### src/rtl/word_serializer.sv
// word_serializer: parallel-to-serial front end for the sequence detector.
// Ports: clk, rst (async, active-high); in_data/in_valid/in_ready word
// handshake; x/x_valid/last serial output; busy = shifting or word held.
module word_serializer #(
    parameter int WIDTH     = 8,
    parameter bit MSB_FIRST = 1'b1
) (
    input  logic             clk,
    input  logic             rst,
    input  logic [WIDTH-1:0] in_data,
    input  logic             in_valid,
    output logic             in_ready,
    output logic             x,
    output logic             x_valid,
    output logic             last,
    output logic             busy
);

    localparam int CW = $clog2(WIDTH);

    typedef enum logic {
        IDLE,
        SHIFT
    } state_t;

    state_t           state_q, state_d;
    logic [WIDTH-1:0] sh_q, sh_d;
    logic [CW-1:0]    cnt_q, cnt_d;
    logic [WIDTH-1:0] hold_q, hold_d;
    logic             hold_full_q, hold_full_d;

    logic             accept;
    logic             at_last;
    logic [WIDTH-1:0] sh_next;

    assign accept  = in_valid & ~hold_full_q;
    assign at_last = (cnt_q == CW'(WIDTH - 1));
    assign sh_next = MSB_FIRST ? (sh_q << 1) : (sh_q >> 1);

    always_ff @(posedge clk or posedge rst) begin
        if (rst) begin
            state_q     <= IDLE;
            sh_q        <= '0;
            cnt_q       <= '0;
            hold_q      <= '0;
            hold_full_q <= 1'b0;
        end else begin
            state_q     <= state_d;
            sh_q        <= sh_d;
            cnt_q       <= cnt_d;
            hold_q      <= hold_d;
            hold_full_q <= hold_full_d;
        end
    end

    always_comb begin
        state_d     = state_q;
        sh_d        = sh_q;
        cnt_d       = cnt_q;
        hold_d      = hold_q;
        hold_full_d = hold_full_q;
        case (state_q)
            IDLE: begin
                if (hold_full_q) begin
                    sh_d        = hold_q;
                    hold_full_d = 1'b0;
                    cnt_d       = '0;
                    state_d     = SHIFT;
                end else if (accept) begin
                    sh_d    = in_data;
                    cnt_d   = '0;
                    state_d = SHIFT;
                end
            end
            SHIFT: begin
                if (at_last) begin
                    cnt_d = '0;
                    if (hold_full_q) begin
                        sh_d        = hold_q;
                        hold_full_d = 1'b0;
                    end else if (accept) begin
                        sh_d = in_data;
                    end else begin
                        // Clearing the shifter keeps x at 0 while idle.
                        sh_d    = '0;
                        state_d = IDLE;
                    end
                end else begin
                    sh_d  = sh_next;
                    cnt_d = cnt_q + CW'(1);
                    if (accept) begin
                        hold_d      = in_data;
                        hold_full_d = 1'b1;
                    end
                end
            end
            default: begin
                state_d = IDLE;
            end
        endcase
    end

    assign in_ready = ~hold_full_q;
    assign x        = MSB_FIRST ? sh_q[WIDTH-1] : sh_q[0];
    assign x_valid  = (state_q == SHIFT);
    assign last     = (state_q == SHIFT) & at_last;
    assign busy     = (state_q == SHIFT) | hold_full_q;

endmodule

### config.mk
export PLATFORM = sky130hd
export DESIGN_NAME = word_serializer
export DESIGN_NICKNAME = d
export VERILOG_FILES = /design/src/rtl/word_serializer.sv
export SDC_FILE = /design/constraint.sdc
export NUM_CORES = 1
export LEC_CHECK = 0
export BUFFER_PORTS_ARGS = -buffer_cell sky130_fd_sc_hd__buf_2
export CAP_MARGIN = 20
export CORE_UTILIZATION = 25
export CTS_BUF_LIST = sky130_fd_sc_hd__clkbuf_8
export CTS_CLUSTER_DIAMETER = 150
export DETAILED_ROUTE_END_ITERATION = 8
export PLACE_DENSITY = 0.41
export SLEW_MARGIN = 30
export SYNTH_ARGS = -nofsm -noshare
export SYNTH_HDL_FRONTEND = slang
export SYNTH_SLANG_ARGS = --single-unit
export TNS_END_PERCENT = 50
### constraint.sdc
create_clock -name clk -period 2.8 [get_ports clk]
set_clock_uncertainty 0.15 [all_clocks]
set_input_delay 0.14 -clock clk [delete_from_list [all_inputs] [get_ports clk]]
set_output_delay 0.14 -clock clk [all_outputs]
set_load 0.05 [all_outputs]
# [Word level (Yosys, flattened, before mapping)]
# Cells that the tools add are included.
[totals] wordCells=33 reg_bits=21
[op_classes] mux=17 n_reduce_logical=1 addsub=1 bitwise=6 eq_ne=3
[ops] op="$mux W8" count=5
[ops] op="$pmux W8 S2" count=1
[ops] op="$mux W3" count=3
[ops] op="$pmux W3 S2" count=1
[ops] op="$mux W1" count=5
[ops] op="$pmux W1 S2" count=2
[ops] op="$add A3 B1 Y3 const B" count=1
[ops] op="$eq A3 B3 Y1 const B" count=1
[ops] op="$ne A3 B1 Y1 const B" count=1
[ops] op="$ne A3 B3 Y1 const B" count=1
[ops] op="$not A1 Y1" count=3
[ops] op="$reduce_and A3 Y1" count=1
[ops] op="$and A1 B1 Y1" count=2
[ops] op="$or A1 B1 Y1" count=1

# [Depth between registers and ports, before layout]
# Gate-level depths: netlist of the first run.
[depth] ltp_word=6 mapped_depth=6

# [Least setup slack after synthesis of the first run]
# Ideal clock, no wire load.
[synth_timing] path_type="reg-to-reg" start="reg cnt_q[0]" end="reg hold_q[0]" stages_incl_launch_ff=6 setup_slack_ps=906 setup_ps=125 arrival_ps=1619 cell_sequence="dfrtp_1 ha_1 ha_1 nand2b_4 nor3b_4 mux2_2"
[synth_between] elab_chain_cells=3
[synth_rtl] element="start, declared" line="28" rtl="logic [CW-1:0] cnt_q, cnt_d;"
[synth_rtl] element="start signal, assigned" line="50" rtl="cnt_q <= cnt_d;"
[synth_rtl] element="$eq A3 B3 Y1" line="37" rtl="assign at_last = (cnt_q == CW'(WIDTH - 1));"
[synth_rtl] element="$not A1 Y1 (no line)"
[synth_rtl] element="$reduce_and A3 Y1 (no line)"
[synth_rtl] element="end signal, assigned" line="51" rtl="hold_q <= hold_d;"
[synth_rtl] element="end, declared" line="29" rtl="logic [WIDTH-1:0] hold_q, hold_d;"
# No other way between the ends.
# A chain may end at the register's enable or synchronous reset.

# [Worst setup path after layout of the first run]
[layout_timing] start="reg cnt_q[0]" end="reg hold_q[4]"
# The elaborated chain is that of the path after synthesis.

==> results of run 1 <==
==> synthesized netlist by cell type (2+ instances only) <==
cell	count
and3b_1	3
ha_1	3
inv_1	2
o21ai_0	6
nand3b_1	3
a32oi_1	2
a211oi_1	4
mux2_2	12
and3_1	2
a221oi_1	2
nand2_1	11
dfrtp_1	21
buf_2	4
o211ai_1	2
a21oi_1	5
mux2i_1	5
nor2_1	2
==> worst max-delay path, delay by kind of cell (launching register included) <==
kind,cells,cell delay (ns)
and+or+nand+nor,2,0.62
adders and majority gates,2,0.41
DFF,1,0.40
muxes,1,0.39
==> cell usage in the layout (no fill, tap or decap), types with 3 or more instances in the layout <==
cell type      netlist  final
buf_2                4     15
mux2_2              12     12
nand2_1             11     11
nand3b_1             3      3
inv_1                2      3
clkbuf_8             0      3
ha_1                 3      3
and3b_1              3      3
dfrtp_1             21     21
dlygate4sd3_1        0      9
a211oi_1             4      4
o21ai_0              6      6
a21oi_1              5      5
mux2i_1              5      5
==> sequential cells by signal, indices dropped and copies added (netlist names) <==
register,flops
cnt_q,3
x_valid,1
hold_q,8
hold_full_q,1
sh_q,8
==> final timing paths <==
| kind | endpoint | slack [ns] | cells after the start |
|---|---|---|---|
| max in group asynchronous | sh_q[4]$_DFFE_PP0P_ | 1.54 | 3 |
| min in group asynchronous | cnt_q[2]$_DFFE_PP0P_ | 0.44 | 3 |
| worst min register to register | cnt_q[0]$_DFFE_PP0P_ | 0.35 | 1 |
| worst min-delay path | sh_q[0]$_DFFE_PP0P_ | 0.21 | 3 |
| worst max register to register | hold_q[4]$_DFFE_PP0P_ | 0.73 | 5 |
| worst max-delay path | hold_q[4]$_DFFE_PP0P_ | 0.73 | 5 |
==> power by group through the flow <==
stage / Combinational, W / Clock (W) / Sequential [W]
2_1_floorplan: 0.000408 / 0 / 0.000530
3_3_place_gp: 0.000494 / 0 / 0.000554
3_5_place_dp: 0.000498 / 0 / 0.000556
4_1_cts: 0.000509 / 0.000209 / 0.000551
5_1_grt: 0.000555 / 0.000223 / 0.000572
6_report: 0.000501 / 0.000199 / 0.000552
==> stage by stage <==
step | util | instances
global placement | 0.286 | 165
floorplan | - | 103
global route | 0.318 | 178
CTS | 0.315 | 177
detailed placement | 0.286 | 165
finish | 0.318 | 178
==> cells by family (layout without fill, tap and decap cells) <==
group	Yosys count	in the layout	share of synthesized area
DFF	21	21	0.465
adders and majority gates	3	3	0.0332
and+or+nand+nor	29	29	0.160
AOI/OAI and AO/OA	24	24	0.140
buffers and inverters	9	32	0.0376
muxes	17	17	0.164
==> area by class of cell <==
cell class / count / area, sq um / share of cell area
Multi-Input combinational cell: 73 / 563 / 0.407
Sequential cell: 21 / 526 / 0.380
Timing Repair Buffer: 25 / 173 / 0.125
Tap cell: 52 / 65.1 / 0.0471
Clock buffer: 3 / 41.3 / 0.0299
Inverter: 3 / 11.3 / 0.00814
Clock inverter: 1 / 3.75 / 0.00271
==> metal layers <==
metal,vias up,share of wire
li1,418,-
met1,445,0.47
met2,18,0.48
met3,2,0.043
met4,0,0.0075
met5,-,0
==> results by group, run 1 <==
Cells and area
  – Final antenna diode count: 0
  – Final instance area: approximately 1400 sq um
  – Area growth syn-to-layout: 22.2%
  – Share of cells above drive strength 1: 0.286
  – FILL cells: about 450
  – Total Nets Final: about 140

Yosys
  – Mapped Cells: 103
  – Main area contributors after synthesis: dfrtp_1, mux2_2, mux2i_1
  – Post-Syn Area per Cell: approximately 11 sq um
  – Distinct cells, synth: 31
  – Number of synthesized flops with an enable pin: 0
  – Share of the synthesized area in the top cell type: 0.465
  – Async set-or-reset flop fraction in the synthesized netlist: 1.00
  – Synth Cell Area: between 1000 and 1500 sq um
  – Synth Warn #: 0
  – Yosys reg bits: 21
  – Synthesized Nets: roughly 120
  – Yosys top cell by area: dfrtp_1
  – Top_reg_cell synth: dfrtp_1
  – Sequential area share after synthesis: 0.465

Hold path
  – Start point of the worst min-delay path: in_valid
  – Hold/Removal Path Class: in -> reg

GRT
  – Largest net degree at the start of global routing: 22
  – Gr usage total: 0.116
  – First-pass GRT wire length: between 4000 and 5000 um
  – GRT Residual Overflow: 0
  – Most Crowded Layer GR: met2
  – Global Route met3 Usage: 0.0378
  – Vias in the first global route: 841
  – Initial antenna violation count: 0
  – Met1 usage: 0.155
  – Met2 global-route usage: 0.182

STA
  – Fmax: 483 MHz
  – Worst setup margin: between 0.7 and 0.8 ns
  – WHS: 0.208 ns
  – Post-Route Setup TNS: 0 ns
  – Tcrit/Tclk final: 0.740
  – Final Hold Fails: 0
  – Setup repair after global routing missed its margin: false
  – Max transition margin: 0.442
  – Setup Viol. Count Final: 0
  – Final Max Slew Viols: 0
  – Min Clock Period, post-route: roughly 2.1 ns
  – Worst slew pin tran: about 0.84 ns

Detailed routing
  – Routed wire length: 2660 um
  – WL/cell: roughly 15 um
  – DRC Markers: 0
  – Initial DRC count: 44
  – Vias per cell: 4.96
  – Remaining antenna violation count after routing: 0
  – Pre-Repair DR Iteration Count: 4
  – Vias after detailed routing: between 800 and 900

CTS
  – Resize count post-CTS: 0
  – CTS Buf Count: 3
  – Hold Buf Count CTS: 8
  – CTS Buffer Depth: 2
  – H-tree Lvls: 1
  – Post-CTS setup buffer count: 0
  – CTS Sinks: 21
  – Reg clk slew, reported paths: approximately 0.08 ns
  – Clock Latency Late Sink: between 0.2 and 0.3 ns
  – Root Buffer: clkbuf_8
  – CTS tree: done

Placement
  – # port buffers: 15
  – Post-DP Area: roughly 1200 sq um
  – Placer Congestion: around 0.73
  – DP Worst Slack: about 0.72 ns
  – Hpwl dp: around 1700 um

Floorplanning
  – Core area: between 4000 and 5000 sq um
  – Die Ht: between 60 and 70 um
  – Starting density of the core: 0.260
  – I/O pin total: 16
  – Rows: 24
  – Die width: just under 70 um
  – Die Area: roughly 4800 sq um

Power and ir drop
  – VDD IR max: between 0.0003 and 0.0004 V
  – Psw: roughly 0.00048 W
  – PD cells: between 900 and 1000 nW/um^2
  – Switch share: 0.383
  – Clock power frac: 0.159
  – Total power: roughly 0.0013 W
  – Comb pwr share: 0.400
  – Pint: 0.000772 W
  – Seq pwr share: 0.441
  – Leakage: between 0.6 and 0.7 nW

Worst setup path
  – Most common cell on crit path: ha_1
  – Crit. End Element: flop
  – Max stage delay on crit path: roughly 0.47 ns
  – CP startpoint: cnt_q[0]$_DFFE_PP0P_
  – Slowest cell on crit path: nor3b_4
  – Reg-to-Reg Start: cnt_q[0]$_DFFE_PP0P_
  – Worst Path Arrival: about 2.1 ns
  – Max FO, Critical Path: 8
  – CP Cell Sequence: ha_1, ha_1, nand2b_4, nor3b_4, mux2_2
  – Setup CP Type: reg -> reg
  – Data required, critical path: 2.80 ns
  – Startpoint types: flop

Outcome
  – Outcome: finished, final reports clean

Job
  – Count of maximum capacitance violations: 0
(Power assumes the default switching activity.)
==> run 2: changes to the inputs <==
ABC_AREA = 1   (was unset)
clock period = 2.1 ns   (was 2.8 ns; I/O delays follow)
==> run 2 against run 1 <==
Against the previous run:
- non-clock buffer count unchanged
- sequential power up 26%
- register-to-register slack worse by 0.32 ns
- via count up 2.0%
- die area down 5.5%
- area after synthesis down 5.6%
- setup slack worse by 0.32 ns
- critical path depth up 1
- core utilization up 0.62 points
- routed wire length down 22%
- sequential share of layout area up 2.0 points
==> results by group, run 2 <==
STA
  – Setup Viol. Count Final: 0
  – Post-Route Setup TNS: 0 ns
  – Worst slew pin tran: 0.480 ns
  – Min Clock Period, post-route: 1.69 ns
  – Setup repair after global routing missed its margin: false
  – Max transition margin: 0.680
  – Final Hold Fails: 0
  – Fmax: between 500 and 600 MHz
  – Tcrit/Tclk final: 0.804
  – Final Max Slew Viols: 0

Worst setup path
  – Worst reg-to-reg setup slack: 0.41 ns
  – Worst path depth: 6
  – Worst path bufs/invs: 1
  – CP startpoint: cnt_q[0]$_DFFE_PP0P_
  – Startpoint types: flop
  – Data required, critical path: 2.10 ns
  – Max FO, Critical Path: 7
  – Path depth of the worst reg2reg path: 6
  – CP Cell Sequence: ha_1, ha_1, inv_1, nand2_1, o211ai_1, nand2_1
  – FF-to-FF End: sh_q[6]$_DFFE_PP0P_
  – Crit path max-delay family: adder cells
  – Setup CP Type: reg -> reg
  – Slowest cell on crit path: dfrtp_1
  – CP Capture Point: sh_q[6]$_DFFE_PP0P_
  – Worst Path Arrival: around 1.7 ns
  – Reg-to-Reg Start: cnt_q[0]$_DFFE_PP0P_
  – Crit. End Element: flop
  – Max stage delay on crit path: 0.41 ns

Detailed routing
  – Vias after detailed routing: around 900
  – DRC Markers: 0
  – M1 wire length: 1020 um
  – Vias per cell: ~4.4
  – Initial DRC count: 24
  – Max Used Layer: met4
  – Pre-Repair DR Iteration Count: 4
  – WL met2: 984 um
  – WL met3: about 50 um
  – Remaining antenna violation count after routing: 0
  – WL/cell: roughly 10 um
  – Routed wire length: between 2000 and 2500 um

Yosys
  – Synthesized Nets: 146
  – Top_reg_cell synth: dfrtp_1
  – Share of the synthesized area in the top cell type: 0.492
  – Distinct cells, synth: 19
  – Post-Syn Area per Cell: 8.09 sq um
  – Number of synthesized flops with an enable pin: 0
  – Async set-or-reset flop fraction in the synthesized netlist: 1.00
  – Most frequent cell after synthesis: nand2_1
  – Synth Warn #: 0
  – Yosys reg bits: 21
  – Sequential area share after synthesis: 0.492
  – Mapped Cells: between 100 and 150
  – Synth top cells by count: nand2_1, dfrtp_1, inv_1, nand3_1, o21ai_0
  – Synth Cell Area: roughly 1100 sq um
  – Main area contributors after synthesis: dfrtp_1, nand2_1, inv_1
  – Yosys top cell by area: dfrtp_1

CTS
  – CTS Buf Count: 3
  – CTS Buffer Depth: 2
  – Reg clk slew, reported paths: approximately 0.080 ns
  – CTS Sinks: 21
  – Root Buffer: clkbuf_8
  – Resize count post-CTS: 0
  – CTS tree: done
  – Hold Buf Count CTS: 9
  – Post-CTS setup buffer count: 0
  – H-tree Lvls: 1
  – Clock Latency Late Sink: ~0.26 ns

Job
  – Count of maximum capacitance violations: 0

Hold path
  – Hold/Removal Path Class: in -> reg
  – Start point of the worst min-delay path: in_valid

Floorplanning
  – Die Area: 4530 sq um
  – Starting density of the core: 0.263
  – Rows: 23
  – Die width: approximately 67 um
  – Core area: approximately 4100 sq um
  – Die Ht: between 60 and 70 um
  – I/O pin total: 16

Placement
  – Hpwl dp: roughly 1500 um
  – Placer Congestion: approximately 0.8
  – # port buffers: 15

Cells and area
  – Area growth syn-to-layout: 23.1%
  – Total Nets Final: between 150 and 200
  – Final antenna diode count: 0
  – Most frequent cells in the layout: nand2_1, dfrtp_1, inv_1
  – Share of cells above drive strength 1: 0.153
  – Commonest non-fill, non-tap cell in the layout: nand2_1
  – Largest regs: hold_q: 8 flops, sh_q: 8 flops, cnt_q: 3 flops
  – FILL cells: between 400 and 500

GRT
  – Vias in the first global route: between 800 and 900
  – GRT Residual Overflow: 0
  – Initial antenna violation count: 0
  – First-pass GRT wire length: 3650 um
  – Largest net degree at the start of global routing: 22
  – Gr usage total: 0.107

Outcome
  – Outcome: finished, final reports clean

Power and ir drop
  – PD cells: roughly 1200 nW/um^2
  – VDD IR max: between 0.0004 and 0.0005 V
  – Leakage: 0.689 nW
  – Total power: 0.00157 W
## run 2: kinds of logic after synthesis
group,share of synthesized area
compound gates,0.131
simple gates,0.242
buf+inv,0.0996
fa+ha+maj,0.0352
flops,0.492
## run 2: routing by layer
layer,GRT usage,vias to the layer above
li1,-,470
met1,0.133,418
met2,0.181,11
met3,0.0101,2
met4,0.0559,0
met5,0,-
## run 2: worst min path at each step
stage / cells past startpoint / slack [ns] / endpoint
after global placement: 3 / 0.003 / hold_q[6]$_DFFE_PP0P_
final: 3 / 0.02 / x_valid$_DFF_PP0_
after detailed placement: 3 / 0.008 / hold_q[5]$_DFFE_PP0P_
after global routing: 3 / 0.04 / x_valid$_DFF_PP0_
after floorplan: 1 / -0.07 / cnt_q[0]$_DFFE_PP0P_
after CTS: 3 / 0.006 / x_valid$_DFF_PP0_
## run 2: cell type report
| type | instances | area [sq um] | share of cell area |
|---|---|---|---|
| Multi-Input combinational cell | 88 | 435 | 0.331 |
| Timing Repair Buffer | 25 | 173 | 0.131 |
| Inverter | 19 | 71.3 | 0.0543 |
| Clock buffer | 3 | 41.3 | 0.0314 |
| Clock inverter | 1 | 5.00 | 0.00381 |
| Sequential cell | 21 | 526 | 0.400 |
| Tap cell | 50 | 62.6 | 0.0476 |
## run 2: through the flow
stage               setup WS (ns)  utilization  hold WS, ns  cells  instance area, sq um
detailed placement          0.407        0.290      0.00751    194                  1180
finish                      0.412        0.324       0.0153    207                  1310
floorplan                   0.501            -      -0.0685    132                  1070
global route                0.237        0.324       0.0375    207                  1310
CTS                         0.382        0.324      0.00565    207                  1310
global placement            0.459        0.290      0.00292    194                  1180
## run 2: worst reg2reg max path: cells and delay by family, from the launching register on
family | cells | cell delay, ns
compound gates | 1 | 0.20
fa+ha+maj | 2 | 0.44
buf+inv | 1 | 0.17
flops | 1 | 0.41
simple gates | 2 | 0.21
## run 2: power breakdown
group	internal, W	leakage (nW)	switching [W]
combinational	0.000249	0.403	0.000362
clock	0.000132	0.0255	0.000131
sequential	0.000576	0.261	0.000122
